$ cat config.mk
export PLATFORM = sky130hd
export DESIGN_NAME = fetch_unit_flat
export DESIGN_NICKNAME = d
export VERILOG_FILES = /design/src/rtl/fetch_unit_if.sv /design/src/rtl/fetch_unit.sv /design/src/flat_wrapper.sv
export SDC_FILE = /design/constraint.sdc
export NUM_CORES = 1
export LEC_CHECK = 0
export BUFFER_PORTS_ARGS = -buffer_cell sky130_fd_sc_hd__buf_2
export CAP_MARGIN = 30
export CELL_PAD_IN_SITES_DETAIL_PLACEMENT = 0
export CELL_PAD_IN_SITES_GLOBAL_PLACEMENT = 1
export CORE_UTILIZATION = 34
export DETAILED_ROUTE_END_ITERATION = 8
export PLACE_DENSITY_LB_ADDON = 0.1
export SLEW_MARGIN = 15
export SYNTH_ARGS = -nofsm -noshare
export SYNTH_HDL_FRONTEND = slang
export SYNTH_SLANG_ARGS = --single-unit
$ cat constraint.sdc
create_clock -name i_clk -period 2 [get_ports i_clk]
set_input_delay 0.1 -clock i_clk [delete_from_list [all_inputs] [get_ports i_clk]]
set_output_delay 0.1 -clock i_clk [all_outputs]
set_load 0.05 [all_outputs]
$ cat src/rtl/fetch_unit_if.sv
// Fetch unit bus: PC register control, instruction memory and decode handshake.
// master = fetch unit side, slave = environment side.
interface fetch_unit_if #(
    parameter int ADDR_W = 16,
    parameter int DATA_W = 16
);
    logic [ADDR_W-1:0] i_pc;
    logic [1:0]        o_pc_op;
    logic [ADDR_W-1:0] o_pc_target;
    logic              i_redirect;
    logic [ADDR_W-1:0] i_redirect_pc;
    logic              o_mem_req;
    logic [ADDR_W-1:0] o_mem_addr;
    logic              i_mem_ack;
    logic [DATA_W-1:0] i_mem_rdata;
    logic              o_instr_valid;
    logic [DATA_W-1:0] o_instr;
    logic [ADDR_W-1:0] o_instr_pc;
    logic              i_instr_ready;
    logic              o_fetch_err;

    modport master (
        input  i_pc, i_redirect, i_redirect_pc,
        input  i_mem_ack, i_mem_rdata, i_instr_ready,
        output o_pc_op, o_pc_target, o_mem_req, o_mem_addr,
        output o_instr_valid, o_instr, o_instr_pc, o_fetch_err
    );

    modport slave (
        output i_pc, i_redirect, i_redirect_pc,
        output i_mem_ack, i_mem_rdata, i_instr_ready,
        input  o_pc_op, o_pc_target, o_mem_req, o_mem_addr,
        input  o_instr_valid, o_instr, o_instr_pc, o_fetch_err
    );
endinterface

$ cat src/rtl/fetch_unit.sv
// Instruction fetch sequencer driving the PC register and instruction memory.
// Optional memory-ack timeout enabled by defining FETCH_TIMEOUT_EN.
module fetch_unit #(
    parameter int ADDR_W  = 16,
    parameter int DATA_W  = 16,
    parameter int TIMEOUT = 15
) (
    input logic          i_clk,
    input logic          i_rst,
    fetch_unit_if.master bus
);
    typedef enum logic [2:0] {CLR, REQ, HOLD, FLUSH, SYNC} state_t;

    localparam logic [1:0] OP_HOLD = 2'b00;
    localparam logic [1:0] OP_INC  = 2'b01;
    localparam logic [1:0] OP_LOAD = 2'b10;
    localparam logic [1:0] OP_CLR  = 2'b11;

    state_t            state, state_n;
    logic [1:0]        pc_op, pc_op_n;
    logic [ADDR_W-1:0] pc_target, pc_target_n;
    logic              mem_req, mem_req_n;
    logic [ADDR_W-1:0] mem_addr, mem_addr_n;
    logic              instr_valid, instr_valid_n;
    logic [DATA_W-1:0] instr, instr_n;
    logic [ADDR_W-1:0] instr_pc, instr_pc_n;
    logic              fetch_err, fetch_err_n;
    logic              ack;
    logic              timeout_hit;

    // Acks are only meaningful against an outstanding request
    assign ack = bus.i_mem_ack & mem_req;

`ifdef FETCH_TIMEOUT_EN
    localparam logic [8:0] LIM = 9'(TIMEOUT);

    logic [7:0] wait_cnt;
    logic [8:0] tick;
    logic       issue;
    logic       waiting;

    assign issue   = (state == SYNC) && !bus.i_redirect;
    assign waiting = (state == REQ) || (state == FLUSH);
    assign tick    = {1'b0, wait_cnt} + 9'd1;
    assign timeout_hit = waiting && !ack && (tick >= LIM);

    // Saturates at the limit so a redirect on the hit cycle still times out next
    always_ff @(posedge i_clk or posedge i_rst) begin
        if (i_rst) begin
            wait_cnt <= '0;
        end else if (issue) begin
            wait_cnt <= '0;
        end else if (waiting && !ack) begin
            wait_cnt <= (tick >= LIM) ? LIM[7:0] : tick[7:0];
        end
    end
`else
    logic unused_timeout;

    assign unused_timeout = ^8'(TIMEOUT);
    assign timeout_hit    = 1'b0;
`endif

    always_ff @(posedge i_clk or posedge i_rst) begin
        if (i_rst) begin
            state       <= CLR;
            pc_op       <= OP_CLR;
            pc_target   <= '0;
            mem_req     <= 1'b0;
            mem_addr    <= '0;
            instr_valid <= 1'b0;
            instr       <= '0;
            instr_pc    <= '0;
            fetch_err   <= 1'b0;
        end else begin
            state       <= state_n;
            pc_op       <= pc_op_n;
            pc_target   <= pc_target_n;
            mem_req     <= mem_req_n;
            mem_addr    <= mem_addr_n;
            instr_valid <= instr_valid_n;
            instr       <= instr_n;
            instr_pc    <= instr_pc_n;
            fetch_err   <= fetch_err_n;
        end
    end

    always_comb begin
        state_n       = state;
        pc_op_n       = OP_HOLD;
        pc_target_n   = pc_target;
        mem_req_n     = mem_req;
        mem_addr_n    = mem_addr;
        instr_valid_n = instr_valid;
        instr_n       = instr;
        instr_pc_n    = instr_pc;
        fetch_err_n   = 1'b0;

        unique case (state)
            CLR: begin
                state_n = SYNC;
            end
            SYNC: begin
                if (bus.i_redirect) begin
                    pc_op_n     = OP_LOAD;
                    pc_target_n = bus.i_redirect_pc;
                end else begin
                    mem_req_n  = 1'b1;
                    mem_addr_n = bus.i_pc;
                    state_n    = REQ;
                end
            end
            REQ: begin
                if (bus.i_redirect) begin
                    pc_op_n       = OP_LOAD;
                    pc_target_n   = bus.i_redirect_pc;
                    instr_valid_n = 1'b0;
                    if (ack) begin
                        mem_req_n = 1'b0;
                        state_n   = SYNC;
                    end else begin
                        state_n   = FLUSH;
                    end
                end else if (ack) begin
                    mem_req_n     = 1'b0;
                    instr_n       = bus.i_mem_rdata;
                    instr_pc_n    = mem_addr;
                    instr_valid_n = 1'b1;
                    pc_op_n       = OP_INC;
                    state_n       = HOLD;
                end else if (timeout_hit) begin
                    // Hand decode a NOP so the stalled slot is still retired
                    mem_req_n     = 1'b0;
                    instr_n       = '0;
                    instr_pc_n    = mem_addr;
                    instr_valid_n = 1'b1;
                    fetch_err_n   = 1'b1;
                    pc_op_n       = OP_INC;
                    state_n       = HOLD;
                end
            end
            HOLD: begin
                if (bus.i_redirect) begin
                    pc_op_n       = OP_LOAD;
                    pc_target_n   = bus.i_redirect_pc;
                    instr_valid_n = 1'b0;
                    state_n       = SYNC;
                end else if (bus.i_instr_ready) begin
                    instr_valid_n = 1'b0;
                    state_n       = SYNC;
                end
            end
            FLUSH: begin
                if (bus.i_redirect) begin
                    pc_op_n     = OP_LOAD;
                    pc_target_n = bus.i_redirect_pc;
                    if (ack) begin
                        mem_req_n = 1'b0;
                        state_n   = SYNC;
                    end
                end else if (ack) begin
                    mem_req_n = 1'b0;
                    state_n   = SYNC;
                end else if (timeout_hit) begin
                    mem_req_n   = 1'b0;
                    fetch_err_n = 1'b1;
                    state_n     = SYNC;
                end
            end
            default: begin
                state_n = CLR;
            end
        endcase
    end

    assign bus.o_pc_op       = pc_op;
    assign bus.o_pc_target   = pc_target;
    assign bus.o_mem_req     = mem_req;
    assign bus.o_mem_addr    = mem_addr;
    assign bus.o_instr_valid = instr_valid;
    assign bus.o_instr       = instr;
    assign bus.o_instr_pc    = instr_pc;
    assign bus.o_fetch_err   = fetch_err;
endmodule

$ cat src/flat_wrapper.sv
// flat-port wrapper written by rule: the top's interface ports become plain ports
module fetch_unit_flat 
#(
    parameter int ADDR_W  = 16,
    parameter int DATA_W  = 16,
    parameter int TIMEOUT = 15
)
  (i_clk, i_rst, bus_i_pc, bus_i_redirect, bus_i_redirect_pc, bus_i_mem_ack, bus_i_mem_rdata, bus_i_instr_ready, bus_o_pc_op, bus_o_pc_target, bus_o_mem_req, bus_o_mem_addr, bus_o_instr_valid, bus_o_instr, bus_o_instr_pc, bus_o_fetch_err);
  fetch_unit_if #(.ADDR_W(ADDR_W), .DATA_W(DATA_W)) bus_i ();
  input logic i_clk;
  input logic i_rst;
  input wire logic [$bits(bus_i.i_pc)-1:0] bus_i_pc;
  input wire logic [$bits(bus_i.i_redirect)-1:0] bus_i_redirect;
  input wire logic [$bits(bus_i.i_redirect_pc)-1:0] bus_i_redirect_pc;
  input wire logic [$bits(bus_i.i_mem_ack)-1:0] bus_i_mem_ack;
  input wire logic [$bits(bus_i.i_mem_rdata)-1:0] bus_i_mem_rdata;
  input wire logic [$bits(bus_i.i_instr_ready)-1:0] bus_i_instr_ready;
  output wire logic [$bits(bus_i.o_pc_op)-1:0] bus_o_pc_op;
  output wire logic [$bits(bus_i.o_pc_target)-1:0] bus_o_pc_target;
  output wire logic [$bits(bus_i.o_mem_req)-1:0] bus_o_mem_req;
  output wire logic [$bits(bus_i.o_mem_addr)-1:0] bus_o_mem_addr;
  output wire logic [$bits(bus_i.o_instr_valid)-1:0] bus_o_instr_valid;
  output wire logic [$bits(bus_i.o_instr)-1:0] bus_o_instr;
  output wire logic [$bits(bus_i.o_instr_pc)-1:0] bus_o_instr_pc;
  output wire logic [$bits(bus_i.o_fetch_err)-1:0] bus_o_fetch_err;
  assign bus_i.i_pc = bus_i_pc;
  assign bus_i.i_redirect = bus_i_redirect;
  assign bus_i.i_redirect_pc = bus_i_redirect_pc;
  assign bus_i.i_mem_ack = bus_i_mem_ack;
  assign bus_i.i_mem_rdata = bus_i_mem_rdata;
  assign bus_i.i_instr_ready = bus_i_instr_ready;
  assign bus_o_pc_op = bus_i.o_pc_op;
  assign bus_o_pc_target = bus_i.o_pc_target;
  assign bus_o_mem_req = bus_i.o_mem_req;
  assign bus_o_mem_addr = bus_i.o_mem_addr;
  assign bus_o_instr_valid = bus_i.o_instr_valid;
  assign bus_o_instr = bus_i.o_instr;
  assign bus_o_instr_pc = bus_i.o_instr_pc;
  assign bus_o_fetch_err = bus_i.o_fetch_err;
  fetch_unit #(.ADDR_W(ADDR_W), .DATA_W(DATA_W), .TIMEOUT(TIMEOUT)) u_core (.i_clk(i_clk), .i_rst(i_rst), .bus(bus_i));
endmodule
# Word-level counts from Yosys, hierarchy flattened
# Cells that the tools add are included.
[classes] n_mux=20 reduce_logical=12 n_eq_ne=9 bitwise_logic=2
[ops] cell="$mux 3" n=7
[ops] cell="$pmux 3 s5" n=1
[ops] cell="$reduce_and 3->1" n=3
[ops] cell="$mux 1" n=7
[ops] cell="$eq 3x2->1 const B" n=2
[ops] cell="$mux 2" n=2
[ops] cell="$ne 2x1->1 const B" n=2
[ops] cell="$pmux 1 s2" n=2
[ops] cell="$pmux 2 s2" n=1
[ops] cell="$reduce_and 2->1" n=2
[ops] cell="$reduce_and 4->1" n=1
[ops] cell="$reduce_bool 2->1" n=2
[ops] cell="$reduce_or 4->1" n=1
[ops] cell="$eq 3x1->1 const B" n=1
[ops] cell="$eq 3x3->1 const B" n=1
[ops] cell="$logic_not 3->1" n=1
[ops] cell="$ne 3x2->1 const B" n=1
[ops] cell="$ne 3x3->1 const B" n=1
[ops] cell="$reduce_or 3->1" n=1
[ops] cell="$ne 2x2->1 const B" n=1
[ops] cell="$reduce_or 2->1" n=1
[ops] cell="$and 1x1->1" n=1
[ops] cell="$not 1->1" n=1
[word_totals] word_cells=51 input_bits=53 ff_bits=71

# Longest topological paths before layout
# Gate-level depths: netlist of run 1.
[logic_depth] ltp_word=4 ltp_mapped=5 mapped_depth_nobuf=3

# Worst setup path before layout of run 1
# No wires, ideal clock.
[synth_timing] kind="register -> register" start="register u_core.state[0]" end="register u_core.mem_addr[10] (netlist: u_core.bus.o_mem_addr[10])" t_required_ns=1.875 arrival_time_ns=1.523 synth_period_minus_slack_ns=1.648 setup_time_ns=0.125 stages_incl_launch_ff=5 setup_slack_ns=0.352 path_buffers=2 cell_sequence="dfrtp_1 > buf_6 > nor4_4 > buf_6 > mux2_4"
[synth_via] elab_chain_cells=2
[synth_lines] element="from (decl)" line_no="fetch_unit.sv:19" text="state_t state, state_n;"
[synth_lines] element="from (signal assigned)" line_no="fetch_unit.sv:76" text="state <= state_n;"
[synth_lines] element="$eq 3x3->1" line_no="fetch_unit.sv:99" text="unique case (state)"
[synth_lines] element="$reduce_and 2->1 (no source line)"
[synth_lines] element="to (signal assigned)" line_no="fetch_unit.sv:80" text="mem_addr <= mem_addr_n;"
[synth_lines] element="to (decl)" line_no="fetch_unit.sv:23" text="logic [ADDR_W-1:0] mem_addr, mem_addr_n;"
# No other way between the ends.
# A chain may end at the register's enable or synchronous reset.

# Final worst setup path of run 1
[layout_timing] start="register u_core.state[2]" end="register u_core.instr[3] (netlist: u_core.bus.o_instr[3])"
[layout_via] elab_chain_cells=2
[layout_lines] element="$eq 3x1->1" line_no="fetch_unit.sv:99"
[layout_lines] element="$reduce_and 3->1 (no source line)"
[layout_lines] element="to (signal assigned)" line_no="fetch_unit.sv:82" text="instr <= instr_n;"
[layout_lines] element="to (decl)" line_no="fetch_unit.sv:25" text="logic [DATA_W-1:0] instr, instr_n;"
# No other way between the ends.

==> results of run 1 <==
## repair_timing
item / 4_1_cts / 5_1_grt
setup endpoints to repair: 0 / 0
endpoints found under the hold margin: 74 / 0
resized for setup: 0 / 0
hold buffers: 48 / 0
## synthesized netlist by cell type (all sizes together) (2+ instances only)
cell and instances:
a21boi 2, a21o 2, buf 10, dfrtp 69
dfstp 2, inv 5, mux2 64, nand2 2
nand3 2, o21ai 6
## cell type report
class	instances	area [µm²]
fill	727	3860
tap	105	131
sequential	71	1780
multi-input combinational	92	966
inverter	5	18.8
timing repair buffer	177	1170
clock inverter	2	60.1
clock buffer	14	183
## sequential cells by signal, summed over array words and instances, names as in the netlist
register,count
u_core.bus.o_pc_op,2
u_core.bus.o_pc_target,16
u_core.bus.o_instr_pc,16
u_core.bus.o_mem_req,1
u_core.bus.o_mem_addr,16
u_core.state,3
u_core.bus.o_instr_valid,1
u_core.bus.o_instr,16
## routing by layer
| layer | global-route usage | part of all wire |
|---|---|---|
| met3 | 0.0325 | 0.064 |
| met4 | 0.0731 | 0.017 |
| met5 | 0 | 0 |
| met2 | 0.246 | 0.48 |
| met1 | 0.172 | 0.44 |
## metrics by stage
| step | instance area (µm²) | worst slack [ns] | hold WS [ns] | util | cells |
|---|---|---|---|---|---|
| 2_1_floorplan | 2850 | 0.107 | 0.232 | - | 178 |
| 3_3_place_gp | 3590 | 0.281 | 0.237 | 0.439 | 402 |
| 3_5_place_dp | 3590 | 0.248 | 0.228 | 0.439 | 402 |
| 4_1_cts | 4310 | 0.243 | 0.000743 | 0.527 | 466 |
| 5_1_grt | 4310 | 0.151 | 0.0148 | 0.527 | 466 |
| 6_report | 4310 | 0.275 | 0.0210 | 0.527 | 466 |
## kinds of logic after synthesis
kind of cell | Yosys count
muxes | 64
xor gates and xnor gates | 1
DFF | 71
buffers and inverters | 15
other | 1
AOI/OAI and AO/OA | 13
and+or+nand+nor | 13
## final timing paths
kind | from | end | slack (ns) | cells past startpoint
setup reg to reg | u_core.state[2] | u_core.bus.o_instr[3] | 0.28 | 4
min in group asynchronous | i_rst | u_core.bus.o_pc_target[9] | 0.39 | 3
hold / removal | bus_i_mem_rdata[15] | u_core.bus.o_instr[15] | 0.02 | 2
hold reg to reg | u_core.bus.o_instr[3] | u_core.bus.o_instr[3] | 0.50 | 1
max in group asynchronous | i_rst | u_core.bus.o_pc_op[1] | 0.87 | 4
setup / recovery | u_core.state[2] | u_core.bus.o_instr[3] | 0.28 | 4
==> impl_metrics.tcl, run 1 <==
set metrics [dict create \
    synth_flop_cell "dfrtp_1" \
    hpwlAfterDp_um 4210 \
    synthXorXnorAreaFrac 0.00307 \
    diodes 0 \
    ioPinCount 122 \
    synth_seq_area_share 0.623 \
    outcome "finished clean" \
    path_clk_slew_ns 0.07 \
    rsz0062_at_grt "false" \
    cp_cell_sequence "nor2b_1 -> nand4b_4 -> buf_4 -> mux2_1" \
    viasPerCell 4.37 \
    grt_overflow 0 \
    syn_area_per_cell_um2 16.0 \
    nets 409 \
    final_cell_mix "120 x buf_2, 69 x dfrtp_1, 55 x mux2_2" \
    grt_start_max_net_pins 31 \
    routed_wl_um 6060 \
    crit_fanout 13 \
    final_max_slew_viol_count 0 \
    io_buffers 120 \
    path_delay_family "simple AND/OR/NAND/NOR gates" \
    max_slew_margin 0.587 \
    fmax_ghz 0.580 \
    dr.pass1.iters 2 \
    cts_buffers 9 \
    synth_top_area_frac 0.605 \
    ant_nets 0 \
    grt_pass1_vias 2051 \
    required_ns 2.21 \
    grt_pass1_wl_um 9690 \
    arrival_ns 1.94 \
    final_common_cell "buf_2" \
    yosys_register_bits 71 \
    synth-simple-area-share 0.0408 \
    yosys.area.top_type "dfrtp_1" \
    clockBufferDepth 2 \
    finalCritPeriodShare 0.862 \
    die_h_um 93.6 \
    hp-class "primary input to flip-flop" \
    dieArea_um2 8760 \
    dr.first_iter.drc_count 42 \
    core_um2 8180 \
    path_buf_inv 1 \
    clk_latency_ns 0.33 \
    synth_top_family_by_area "multiplexers" \
    synth_fa_ha_area_frac 0 \
    synth_edf_count 0 \
    area_growth_syn_to_layout_pct 51.1 \
    synth_cell_types 29 \
    hold_violations 0 \
    syn_nets 231 \
    routedWlPerCell_um 13.0 \
    critical-path-max-stage-delay_ns 0.44 \
    ys_async_sr_fraction 1.00 \
    finalSetupTns_ns 0 \
    grt_antenna_before_repair 0 \
    gp_congestion 0.688 \
    setup_viol 0 \
    worst_pin_slew_ns 0.619 \
    synth_area_leaders "dfrtp_1 60%, mux2_2 22%, mux2_4 4.2%" \
    layout-drive-gt1-share 0.601 \
    period_needed_ns 1.72 \
    grtUsageTotal 0.145 \
    die_x_um 93.6 \
    worstSetupStartpointType "flip-flop" \
    cts_tree "yes" \
    h-tree-depth 3 \
    synthMuxAreaShare 0.263 \
    drc 0 \
    cts_root_buf "clkbuf_8" \
    critPathKind "flip-flop to flip-flop" \
    synthesis.area_um2 2850 \
    crit_slowest_cell "dfrtp_1" \
    crit_path_end_kind "flip-flop" \
    start_util 0.349 \
    synth_cells 178 \
    synth-compound-area-share 0.0302 \
    cap_viol_max_count 0 \
    yosysWarnings 0 \
    skew_ns 0.00816 \
    std_cell_rows 33 \
    cts.sinks 71 \
    post_cts_buffers 0 \
    vias 2036 \
]
Power of run 1 is not shown: default switching activity piles up to over one toggle a cycle in this logic, so the estimate is an artifact.
==> run 2, diff against run 1 <==
CORE_ASPECT_RATIO = 2   (was not set)
==> run 2 against run 1 <==
Fmax down 3.1%. Global-route usage increased by 1.1 points. Sequential cell count did not move. Via count rose by 0.44%. First-iteration DRC count rose by 29%. Cell count down 4.7%. Register-to-register slack got worse by 0.05 ns. Critical endpoint is now u_core.bus.o_pc_target[0].
==> impl_metrics.tcl, run 2 (synthesized netlist as in run 1, its figures left out) <==
set metrics [dict create \
    outcome "finished clean" \
    hold_violations 0 \
    grt_start_max_net_pins 37 \
    final_max_slew_viol_count 0 \
    clockBufferDepth 2 \
    post_cts_buffers 0 \
    nets 396 \
    finalCritPeriodShare 0.890 \
    grtUsageTotal 0.156 \
    grt_antenna_before_repair 0 \
    crit_fanout 17 \
    grt_pass1_wl_um 10100 \
    path_clk_slew_ns 0.05 \
    gp_congestion 0.737 \
    critPathKind "flip-flop to flip-flop" \
    post-place-cells 392 \
    viasPerCell 4.61 \
    start_util 0.347 \
    diodes 0 \
    ioPinCount 122 \
    setup_slack_ns 0.220 \
    cts.sinks 71 \
    dpl_worst_slack_ns 0.206 \
    setup_viol 0 \
    dr.first_iter.drc_count 54 \
    cts_resized 0 \
    ant_nets 0 \
    cap_viol_max_count 0 \
    routed_wl_um 6300 \
    core_um2 8230 \
    hold_slack_ns 0.0165 \
    dr.pass1.iters 4 \
    skew_ns 0.00702 \
    h-tree-depth 3 \
    routedWlPerCell_um 14.2 \
    final_common_cell "buf_2" \
    fin_cells 444 \
    fmax_ghz 0.562 \
    cts_root_buf "clkbuf_16" \
    drc 0 \
    finalSetupTns_ns 0 \
    arrival_ns 1.98 \
    vias 2045 \
    cts_tree "yes" \
    std_cell_rows 47 \
    n_fill_cell 754 \
    required_ns 2.20 \
    dieArea_um2 8790 \
    cts_hold_buf 38 \
    die_x_um 66.8 \
    io_buffers 120 \
    hp-class "primary input to flip-flop" \
    final_cell_mix "120 x buf_2, 69 x dfrtp_1, 55 x mux2_2" \
    grt_overflow 0 \
    worstSetupStartpointType "flip-flop" \
    die_h_um 132 \
    cts_buffers 9 \
    crit_path_end_kind "flip-flop" \
    hpwlAfterDp_um 4290 \
    rsz0062_at_grt "false" \
    area_growth_syn_to_layout_pct 47.3 \
    layout-drive-gt1-share 0.610 \
    clk_latency_ns 0.32 \
    grt_pass1_vias 2122 \
    period_needed_ns 1.78 \
]
run 2: cell count changes in the layout (fill, tap and decap cells not counted), sizes merged:
cell | before | now
dlygate4sd3 | 48 | 38
buf | 129 | 126
bufinv | 2 | 0
clkinv | 0 | 1
clkbuf | 14 | 13
run 2: metrics by stage:
| step | util | instance area [µm²] |
|---|---|---|
| 2_1_floorplan | - | 2850 |
| 3_3_place_gp | 0.432 | 3560 |
| 3_5_place_dp | 0.432 | 3560 |
| 4_1_cts | 0.510 | 4200 |
| 5_1_grt | 0.510 | 4200 |
| 6_report | 0.510 | 4200 |
run 2: critical path: stages (launching register included):
cell and delay [ns]:
dfrtp_1 0.50, or3_1 0.43, nand3_2 0.34, mux2_2 0.39
run 2: worst paths after layout:
check,endpoint,depth (start not counted),startpoint,slack (ns)
max reg2reg,u_core.bus.o_pc_target[0],3,u_core.state[0],0.22
max,u_core.bus.o_pc_target[0],3,u_core.state[0],0.22
min,u_core.bus.o_instr[7],2,bus_i_mem_rdata[7],0.02
min reg2reg,u_core.bus.o_instr[3],1,u_core.bus.o_instr[3],0.49
min in group asynchronous,u_core.bus.o_pc_target[4],4,i_rst,0.42
max in group asynchronous,u_core.bus.o_pc_op[1],4,i_rst,1.22
run 2: layer usage:
layer | routed length (µm) | up-vias | GRT usage
li1 | - | 948 | -
met1 | 2300 | 997 | 0.165
met2 | 3390 | 89 | 0.259
met3 | 432 | 11 | 0.0547
met4 | 176 | 0 | 0.0887
met5 | 0 | - | 0
run 2: layout make-up:
type | count | area, µm² | area share
well taps | 98 | 123 | 0.0292
repair buffers | 164 | 1050 | 0.250
clock buffers | 13 | 260 | 0.0619
flip-flops and latches | 71 | 1780 | 0.423
clock inverters | 1 | 5.00 | 0.00119
inverters | 5 | 18.8 | 0.00447
multi-input cells | 92 | 966 | 0.230
Power of run 2 is left out for the same reason.
==> run 3, diff against run 2 <==
BUFFER_PORTS_ARGS = not set   (was -buffer_cell sky130_fd_sc_hd__buf_2)
CORE_UTILIZATION = 44   (was 34)
DONT_BUFFER_PORTS = 1   (was not set)
==> run 3 against run 2 <==
Sequential share of layout area up 4.1 points. Worst setup slack worse by 0.11 ns. Cell count down 26%. Count of clock-buffer cells in the layout down 4. Worst hold slack better by 0.024 ns.
==> impl_metrics.tcl, run 3 (synthesized netlist as in run 1, its figures left out) <==
set metrics [dict create \
    crit_fanout 17 \
    vias 1682 \
    worst_pin_slew_ns 0.581 \
    path_clk_slew_ns 0.06 \
    critical-path-max-stage-delay_ns 0.46 \
    routedWlPerCell_um 17.8 \
    setup_viol 0 \
    finalSetupTns_ns 0 \
    fmax_ghz 0.528 \
    r2r_slack_ns 0.11 \
    outcome "finished clean" \
    nets 289 \
    grt_overflow 0 \
    cts_root_buf "clkbuf_16" \
    r2r-end "u_core.bus.o_instr[3]" \
    dr.first_iter.drc_count 57 \
    required_ns 2.21 \
    arrival_ns 2.10 \
    diodes 0 \
    cap_viol_max_count 0 \
    grt_pass1_vias 1770 \
    hold_violations 0 \
    ant_nets 0 \
    path_delay_family "simple AND/OR/NAND/NOR gates" \
    crit_path_end_kind "flip-flop" \
    final_max_slew_viol_count 0 \
    start_util 0.456 \
    final_cell_mix "69 x dfrtp_1, 55 x mux2_2, 51 x dlygate4sd3_1" \
    max_slew_margin 0.612 \
    finalCritPeriodShare 0.946 \
    dr.pass1.iters 4 \
    gp_congestion 0.779 \
    period_needed_ns 1.89 \
    h-tree-depth 3 \
    core_um2 6260 \
    cp_cell_sequence "nor2b_1 -> nand4b_4 -> mux2_4" \
    skew_ns 0.00516 \
    die_x_um 59.0 \
    worstRegToRegCells 3 \
    hold_start "bus_i_mem_ack" \
    io_buffers 0 \
    cts_tree "yes" \
    cts_buffers 9 \
    viasPerCell 5.14 \
    drc 0 \
    holdPathEnd "u_core.state[2]" \
    cts.sinks 71 \
    rsz0062_at_grt "false" \
    grtUsageTotal 0.172 \
    clockBufferDepth 2 \
    std_cell_rows 41 \
    grt_pass1_wl_um 8430 \
    hold_slack_ns 0.0401 \
    die_h_um 116 \
    layout-drive-gt1-share 0.398 \
    area_growth_syn_to_layout_pct 34.2 \
    worstSetupStartpointType "flip-flop" \
    path_buf_inv 0 \
    grt_antenna_before_repair 0 \
    grt_start_max_net_pins 45 \
    crit_slowest_cell "dfrtp_1" \
    hp-class "primary input to flip-flop" \
    dieArea_um2 6830 \
    whs_path_depth 3 \
    ioPinCount 122 \
    critPathKind "flip-flop to flip-flop" \
    final_common_cell "dfrtp_1" \
    r2r_start "u_core.state[2]" \
    routed_wl_um 5820 \
    hpwlAfterDp_um 3640 \
    clk_latency_ns 0.32 \
]
[run 3: metrics by stage]
step / setup slack (ns) / instance area (µm²) / utilization / cells
6_report: 0.107 / 3830 / 0.612 / 327
5_1_grt: 0.0211 / 3830 / 0.612 / 327
4_1_cts: 0.0135 / 3810 / 0.608 / 326
3_5_place_dp: -0.00746 / 2920 / 0.467 / 259
3_3_place_gp: 0.115 / 2920 / 0.467 / 259
2_1_floorplan: 0.107 / 2850 / - / 178
[run 3: worst max-delay path by stage]
stage / end / cells after the start / slack [ns] / startpoint
3_3_place_gp: u_core.bus.o_instr[3] / 3 / 0.11 / u_core.state[0]
5_1_grt: u_core.bus.o_instr[3] / 3 / 0.02 / u_core.state[2]
3_5_place_dp: u_core.bus.o_instr[3] / 3 / -0.007 / u_core.state[0]
6_report: u_core.bus.o_instr[3] / 3 / 0.11 / u_core.state[2]
2_1_floorplan: u_core.bus.o_instr[0] / 1 / 0.11 / i_rst
4_1_cts: u_core.bus.o_instr[7] / 3 / 0.01 / u_core.state[2]
[run 3: layout make-up]
| class | count | area, µm² |
|---|---|---|
| Inverter | 5 | 18.8 |
| Clock inverter | 7 | 145 |
| Clock buffer | 9 | 225 |
| Tap cell | 86 | 108 |
| Fill cell | 509 | 2430 |
| Timing Repair Buffer | 56 | 561 |
| Multi-Input combinational cell | 93 | 993 |
| Sequential cell | 71 | 1780 |
[run 3: timing repair]
action | CTS | global route
pin swaps | 1 | 0
setup endpoints to repair | 1 | 32
gates resized for setup | 1 | 1
hold endpoints to repair | 75 | 0
hold buffers | 51 | 0
setup buffers | 0 | 0
gates cloned | 0 | 1
[run 3: tightest hold or removal path, stage by stage]
cell and delay (ns):
nand2_1 0.05, o21ai_0 0.07, o211a_1 0.11
[run 3: per-layer routing]
| layer | GRT usage | up-vias | routed length (µm) |
|---|---|---|---|
| li1 | - | 742 | - |
| met1 | 0.156 | 842 | 1830 |
| met5 | 0 | - | 0 |
| met4 | 0.0905 | 0 | 121 |
| met3 | 0.0804 | 9 | 513 |
| met2 | 0.306 | 89 | 3350 |
Power of run 3 is left out for the same reason.
